===== config.mk =====
export PLATFORM = sky130hd
export DESIGN_NAME = instr_prefetch_queue
export DESIGN_NICKNAME = d
export VERILOG_FILES = /design/src/rtl/instr_prefetch_queue.sv
export SDC_FILE = /design/constraint.sdc
export NUM_CORES = 1
export LEC_CHECK = 0
export ABC_AREA = 1
export BUFFER_PORTS_ARGS = -buffer_cell sky130_fd_sc_hd__buf_2
export CORE_ASPECT_RATIO = 0.5
export CORE_MARGIN = 1
export CORE_UTILIZATION = 53
export CTS_CLUSTER_DIAMETER = 50
export DETAILED_ROUTE_END_ITERATION = 6
export PLACE_DENSITY_LB_ADDON = 0.2
export SYNTH_ARGS = -nofsm -noshare
export SYNTH_HDL_FRONTEND = slang
export SYNTH_SLANG_ARGS = --single-unit

===== constraint.sdc =====
create_clock -name clk -period 5.2 [get_ports clk]
set_input_delay 0.26 -clock clk [delete_from_list [all_inputs] [get_ports clk]]
set_output_delay 0.26 -clock clk [all_outputs]
set_load 0.02 [all_outputs]

===== src/rtl/instr_prefetch_queue.sv =====
// instr_prefetch_queue: pipelined imem fetch front end with an in-order
// DEPTH-entry queue. `define PREFETCH_PERF_EN adds the starve_cnt_o port.
module instr_prefetch_queue #(
  parameter int unsigned DEPTH    = 4,
  parameter logic [31:0] RESET_PC = 32'h0
) (
  input  logic        clk,
  input  logic        rst_n,
  input  logic        stall_i,
  input  logic        redirect_i,
  input  logic [31:0] redirect_pc_i,
  output logic        imem_req_valid,
  input  logic        imem_req_ready,
  output logic [31:0] imem_req_addr,
  input  logic        imem_rsp_valid,
  input  logic [31:0] imem_rsp_data,
  output logic [31:0] instr_o,
  output logic [31:0] pc_o,
  output logic [31:0] pc_plus4_o,
  output logic        instr_valid_o
`ifdef PREFETCH_PERF_EN
  ,
  output logic [31:0] starve_cnt_o
`endif
);

  localparam int AW = $clog2(DEPTH);
  localparam int CW = AW + 1;
  localparam logic [31:0] NOP = 32'h0000_0013;

  logic [31:2]   r_fetch_pc;
  logic [31:0]   r_rsp_pc;
  logic [CW-1:0] r_count;
  logic [CW-1:0] r_outst;
  logic [CW-1:0] r_drop;
  logic [AW-1:0] r_rd_ptr;
  logic [AW-1:0] r_wr_ptr;
  logic [31:0]   r_q_instr [DEPTH];
  logic [31:0]   r_q_pc    [DEPTH];

  logic [CW:0]   w_credit;
  logic [CW-1:0] w_outst_rsp;
  logic          w_valid;
  logic          w_accept;
  logic          w_push;
  logic          w_pop;
  logic          w_drop_rsp;

  // Credits cover queued entries plus requests still in flight,
  // so a returning response always finds a free slot.
  assign w_credit = {1'b0, r_count} + {1'b0, r_outst};

  assign imem_req_valid = rst_n && !redirect_i &&
                          (w_credit < (CW+1)'(DEPTH));
  assign imem_req_addr  = {r_fetch_pc, 2'b00};

  assign w_accept    = imem_req_valid && imem_req_ready;
  assign w_outst_rsp = r_outst - CW'(imem_rsp_valid);
  assign w_drop_rsp  = imem_rsp_valid && (r_drop != '0);
  assign w_push      = imem_rsp_valid && (r_drop == '0) && !redirect_i;
  assign w_valid     = (r_count != '0);
  assign w_pop       = w_valid && !stall_i && !redirect_i;

  assign instr_valid_o = w_valid;
  assign instr_o       = w_valid ? r_q_instr[r_rd_ptr] : NOP;
  assign pc_o          = w_valid ? r_q_pc[r_rd_ptr] : r_rsp_pc;
  assign pc_plus4_o    = pc_o + 32'd4;

  // Fetch/response PCs, queue pointers and in-flight bookkeeping
  always_ff @(posedge clk) begin
    if (!rst_n) begin
      r_fetch_pc <= RESET_PC[31:2];
      r_rsp_pc   <= RESET_PC;
      r_count    <= '0;
      r_outst    <= '0;
      r_drop     <= '0;
      r_rd_ptr   <= '0;
      r_wr_ptr   <= '0;
    end else if (redirect_i) begin
      r_fetch_pc <= redirect_pc_i[31:2];
      r_rsp_pc   <= redirect_pc_i;
      r_count    <= '0;
      r_rd_ptr   <= '0;
      r_wr_ptr   <= '0;
      r_outst    <= w_outst_rsp;
      r_drop     <= w_outst_rsp;
    end else begin
      if (w_accept) begin
        r_fetch_pc <= r_fetch_pc + 30'd1;
      end
      r_outst <= w_outst_rsp + CW'(w_accept);
      if (w_drop_rsp) begin
        r_drop <= r_drop - CW'(1);
      end
      if (w_push) begin
        r_rsp_pc <= r_rsp_pc + 32'd4;
        r_wr_ptr <= r_wr_ptr + AW'(1);
      end
      if (w_pop) begin
        r_rd_ptr <= r_rd_ptr + AW'(1);
      end
      r_count <= r_count + CW'(w_push) - CW'(w_pop);
    end
  end

  // Queue storage; only written on push, contents gated by r_count
  always_ff @(posedge clk) begin
    if (w_push) begin
      r_q_instr[r_wr_ptr] <= imem_rsp_data;
      r_q_pc[r_wr_ptr]    <= r_rsp_pc;
    end
  end

`ifdef PREFETCH_PERF_EN
  logic [31:0] r_starve_cnt;

  // Saturating count of cycles decode wanted an instruction but had none
  always_ff @(posedge clk) begin
    if (!rst_n) begin
      r_starve_cnt <= '0;
    end else if (!w_valid && !stall_i &&
                 (r_starve_cnt != 32'hFFFF_FFFF)) begin
      r_starve_cnt <= r_starve_cnt + 32'd1;
    end
  end

  assign starve_cnt_o = r_starve_cnt;
`endif

endmodule


=== Word level (Yosys, flattened, before mapping) ===
Memories as Yosys holds them, arrays and structs flattened. A register that Yosys moved wholly into a read port is not among the register bits.
Cells that the tools add are included.

* Register bits after elaboration: 75
* Latch bits: 0
* Memory bits (writable): 256
* Memory bits (read-only): 0
* Input port bits: 70
* Output and inout bits: 130
* Word-level logic and storage cells: 54
* Memories kept: 2

* Add/subtract/negate cells: 11
* Multiply operators: 0
* Divide/modulo/power cells: 0
* Magnitude comparators: 1
* Equality and inequality tests: 0
* Shift-type cells: 0
* Muxes and demuxes: 15
* Bitwise logic cells: 1
* Reduce and logical (&&, ||, !) cells: 17

{| class="wikitable"
|+ Memories
! memory !! depth !! bits a word !! rd ports !! clocked after memory_dff !! write ports !! line !! RTL
|-
| r_q_instr || 4 || 32 || 1 || 1 || 1 || 38 || <nowiki>logic [31:0] r_q_instr [DEPTH];</nowiki>
|-
| r_q_pc || 4 || 32 || 1 || 1 || 1 || 39 || <nowiki>logic [31:0] r_q_pc [DEPTH];</nowiki>
|}

{| class="wikitable"
|+ Operator list
! kind !! number
|-
| $mux 32 || 4
|-
| $add 32x3->32 const B || 2
|-
| $mux 30 || 2
|-
| $add 30x1->30 const B || 1
|-
| $mux 3 || 3
|-
| $logic_and 1x1->1 || 8
|-
| $mux 2 || 4
|-
| $add 3x1->3 || 2
|-
| $reduce_bool 2->1 || 3
|-
| $reduce_bool 3->1 || 2
|-
| $sub 3x1->3 || 2
|-
| $add 2x1->2 const B || 2
|-
| $add 3x3->4 || 1
|-
| $lt 4x3->1 const B || 1
|-
| $logic_not 3->1 || 1
|-
| $sub 3x1->3 const B || 1
|-
| $logic_not 1->1 || 2
|-
| $mux 1 || 2
|-
| $reduce_or 2->1 || 1
|-
| $not 1->1 || 1
|}

=== Logic depth before layout (Yosys ltp) ===
* Depth in word-level cells: 6
* Gate-level depth with buffers: 16
* Depth with buffers taken out: 16

=== Worst setup path after synthesis ===
No wires, ideal clock.

* Path kind: register -> register
* From: register r_drop[0]
* To: memory r_q_instr[0][0], enable pin
* Library setup time: 0.486 ns
* Arrival: 3.948 ns
* Required time: 4.714 ns
* Slack: 0.766 ns
* Stages on the path, launching flop included: 10
* Path buffers: 1
* Period minus slack after synthesis: 4.434 ns
* Cell sequence: dfxtp_1 > inv_1 > ha_1 > inv_1 > nor3_2 > inv_1 > nor2_1 > inv_1 > buf_2 > nor2_1

* Cells in the longest elaborated chain, start to end: 5

{| class="wikitable"
|+ RTL lines
! what !! line !! RTL
|-
| start, declared || 35 || <nowiki>logic [CW-1:0] r_drop;</nowiki>
|-
| start signal, assigned || 86 || <nowiki>r_drop <= w_outst_rsp;</nowiki>
|-
| start signal, assigned || 93 || <nowiki>r_drop <= r_drop - CW'(1);</nowiki>
|-
| $logic_not 3->1 || 60 || <nowiki>assign w_push = imem_rsp_valid && (r_drop == '0) && !redirect_i;</nowiki>
|-
| $logic_and 1x1->1 (2 in series) || 60 ||
|-
| $mux 1 || 108 || <nowiki>if (w_push) begin</nowiki>
|-
| $mux 1 (not written as such) || 109 || <nowiki>r_q_instr[r_wr_ptr] <= imem_rsp_data;</nowiki>
|-
| end, declared || 38 ||
|}

No other way between the ends.

==> impl_metrics.sql <==
INSERT INTO impl_metrics (metric_group, metric, value, unit) VALUES
('global_routing', 'grt_remaining_overflow', '0', ''),
('pwr', 'ir_worst_vdd', '243', 'uV'),
('placed_design', 'gp_congestion', '0.966', ''),
('worst_hold_path', 'worstHoldPathCells', '3', ''),
('timing', 'final_min_period_over_clock_period', '83.6', '%'),
('timing', 'clock.fmax', '230', 'MHz'),
('timing', 'final-setup-viol-count', '0', ''),
('global_routing', 'maximum_number_of_pins_on_one_net_before_global_route_repair', '90', ''),
('yosys', 'dominantRegCellSynth', 'sky130_fd_sc_hd__edfxtp_1', ''),
('cts', 'cts-root-buf', 'sky130_fd_sc_hd__clkbuf_16', ''),
('pwr', 'post-layout-total-power', '5.99', 'mW'),
('yosys', 'ys.warnings.count', '0', ''),
('cts', 'htree_levels', '1', ''),
('yosys', 'synth_largest_area_cell', 'sky130_fd_sc_hd__edfxtp_1', ''),
('placed_design', 'detailed_place_hpwl', '28500', 'um'),
('global_routing', 'wire_length_of_the_first_global_routing_pass', '68200', 'um'),
('route', 'firstDrtPassIters', '5', ''),
('worst_setup_path', 'path_cells', 'clkinv_2 > nand2_1 > nand3_1 > nand2_1 > nand2_1 > nand2_1 > ha_1 > nand3_1 > nor2_1 > nand2_1 > inv_1 > nand2_1 > xor2_1 > buf_2', ''),
('timing', 'hold_viol_final', '0', ''),
('worst_setup_path', 'timing_worst_setup_path_type', 'flop to primary output', ''),
('finish', 'final_antenna_diode_count', '0', ''),
('timing', 'relSlewSlack', '32.3', '%'),
('placed_design', 'io_buffers', '197', ''),
('route', 'detailedRoute.firstIterationViolations', '1105', ''),
('timing', 'finalHoldWorstSlack', '0.0217', 'ns'),
('route', 'drt-wirelength-per-cell', '17.1', 'um'),
('yosys', 'synth_area_per_cell', '8.53', 'um^2'),
('yosys', 'synth-seq-area-share', '56.2', '%'),
('pwr', 'powerDensity', '314', 'mW/mm^2'),
('worst_setup_path', 'arrival', '4.09', 'ns'),
('timing', 'period_minus_slack', '4.35', 'ns'),
('timing', 'final_worst_slack', '0.853', 'ns'),
('cts', 'numCtsBuffers', '30', ''),
('finish', 'syn_to_final_growth', '16.1', '%'),
('cts', 'post_cts.resized_instances', '0', ''),
('timing', 'rsz0062_at_grt', 'no', ''),
('worst_setup_path', 'critical_path.startpoint_type', 'flop', ''),
('yosys', 'post_synth_inst_count', '1926', ''),
('worst_setup_path', 'critical-path-max-stage-delay', '0.68', 'ns'),
('worst_setup_path', 'r2r-start', 'r_drop[0]', ''),
('route', 'route.antenna.remaining_nets', '0', ''),
('outcome', 'outcome', 'complete, no violations', ''),
('floorplan', 'floorplan.io_pins', '200', ''),
('floorplan', 'floorplan.rows', '45', ''),
('finish', 'layout.cells.non_filler', '2555', ''),
('timing', 'setup_total_negative_slack', '0', 'ns'),
('worst_setup_path', 'critical_path.slowest_cell', 'sky130_fd_sc_hd__clkinv_2', ''),
('yosys', 'synth.distinct_cells', '39', ''),
('finish', 'final_core_utilization', '62.7', '%'),
('placed_design', 'postPlaceCellArea', '0.0177', 'mm^2'),
('global_routing', 'antenna_found_initial', '0', ''),
('cts', 'insertion_delay', '0.57', 'ns'),
('finish', 'fin_area', '0.0191', 'mm^2'),
('route', 'avgViaCountPerCell', '5.37', ''),
('finish', 'drive_above_1_share', '13.6', '%'),
('worst_hold_path', 'hold_path_class', 'primary input to flop', ''),
('worst_setup_path', 'critical_path_required', '4.94', 'ns'),
('yosys', 'synthArstFlopShare', '0', '%'),
('timing', 'worst_pin_slew', '1.02', 'ns'),
('pwr', 'power.leakage', '8.10', 'nW'),
('yosys', 'netlist.area_leader.share', '46.8', '%'),
('worst_setup_path', 'worstSetupEndpointType', 'primary output', ''),
('yosys', 'synth_area_leaders', 'sky130_fd_sc_hd__edfxtp_1, sky130_fd_sc_hd__nand2_1, sky130_fd_sc_hd__dfxtp_1', ''),
('cts', 'clkSlewWorstSetupHoldPaths', '0.07', 'ns'),
('floorplan', 'die_h', '127', 'um'),
('floorplan', 'die_area', '0.0318', 'mm^2'),
('worst_setup_path', 'worst_path_fanout_max', '46', ''),
('floorplan', 'dieWidth', '251', 'um'),
('global_routing', 'first_global_vias', '12639', ''),
('route', 'total_length_of_routed_wires', '43800', 'um'),
('cts', 'cts_tree', 'done', '');
sequential cells by signal, indices dropped and copies added (netlist names), named ones only:
register    count
r_count         3
r_rd_ptr        2
r_wr_ptr        2
r_fetch_pc     30
r_q_pc        128
r_drop          3
r_rsp_pc       32
r_outst         3
r_q_instr     128
logic make-up after synthesis:
kind of cell	count (synthesis)	share of synthesized area, %
DFF	333	56.2
buffers and inverters	321	8.03
other	1	0.0228
adders and majority gates	18	1.42
xor gates and xnor gates	52	2.77
AOI/OAI and AO/OA	240	7.74
and+or+nand+nor	961	23.9
critical path: cells and delay by family (launching register included):
family	cells	cell delay, ns
adders and majority gates	1	0.25
xor gates and xnor gates	1	0.28
buffers and inverters	3	1.04
and+or+nand+nor	9	1.30
DFF	1	0.66
area by class of cell:
| type | count | area (um^2) |
|---|---|---|
| Clock buffer | 38 | 811 |
| Inverter | 243 | 913 |
| Clock inverter | 18 | 186 |
| Tap cell | 399 | 499 |
| Sequential cell | 333 | 9230 |
| Multi-Input combinational cell | 1273 | 5920 |
| Timing Repair Buffer | 251 | 1510 |
| Fill cell | 2625 | 11300 |
where the power goes:
group	internal (mW)	switching, mW	total (mW)
clock	1.26	0.983	2.24
sequential	2.95	0.0874	3.04
combinational	0.220	0.491	0.711
synth_stat cells, drive strengths merged, types with 3 or more instances:
library cell    n
nand2         519
nor2          265
edfxtp        256
inv           241
nand3         125
o21ai         124
a21oi          77
dfxtp          77
buf            51
xor2           48
clkbuf         27
a31oi          23
nand4          21
nor3           19
ha             17
or2             9
xnor2           4
o211ai          3
o22ai           3
o311ai          3
repair_timing:
action,4_1_cts,5_1_grt
hold endpoints to repair,136,0
setup buffers,0,0
endpoints found under the setup margin,0,0
hold buffers,38,0
worst paths after layout:
check | end | slack (ns)
max | pc_plus4_o[16] | 0.85
min | r_fetch_pc[21] | 0.02
max reg2reg | r_q_instr[2][19] | 1.88
min reg2reg | r_rd_ptr[0] | 0.48
cell usage in the layout (no fill, tap or decap), drive strengths merged, types with 3 or more instances in the layout:
cell	count
ha	17
or2	9
buf	213
dfxtp	77
nor2	265
edfxtp	256
clkbuf	38
xnor2	4
a31oi	23
nor3	19
clkinv	18
o311ai	3
nand3	125
inv	240
o21ai	124
nand2	519
o211ai	3
nand4	21
bufinv	3
a21oi	77
dlygate4sd3	38
o22ai	3
xor2	48
layer usage:
layer	vias to the layer above	GRT usage (%)	share of wire, %
li1	6686	-	-
met1	6399	37.9	44
met2	541	44.7	46
met3	87	4.17	7.4
met4	0	9.15	3.1
met5	-	0	0
(Power assumes the default switching activity.)
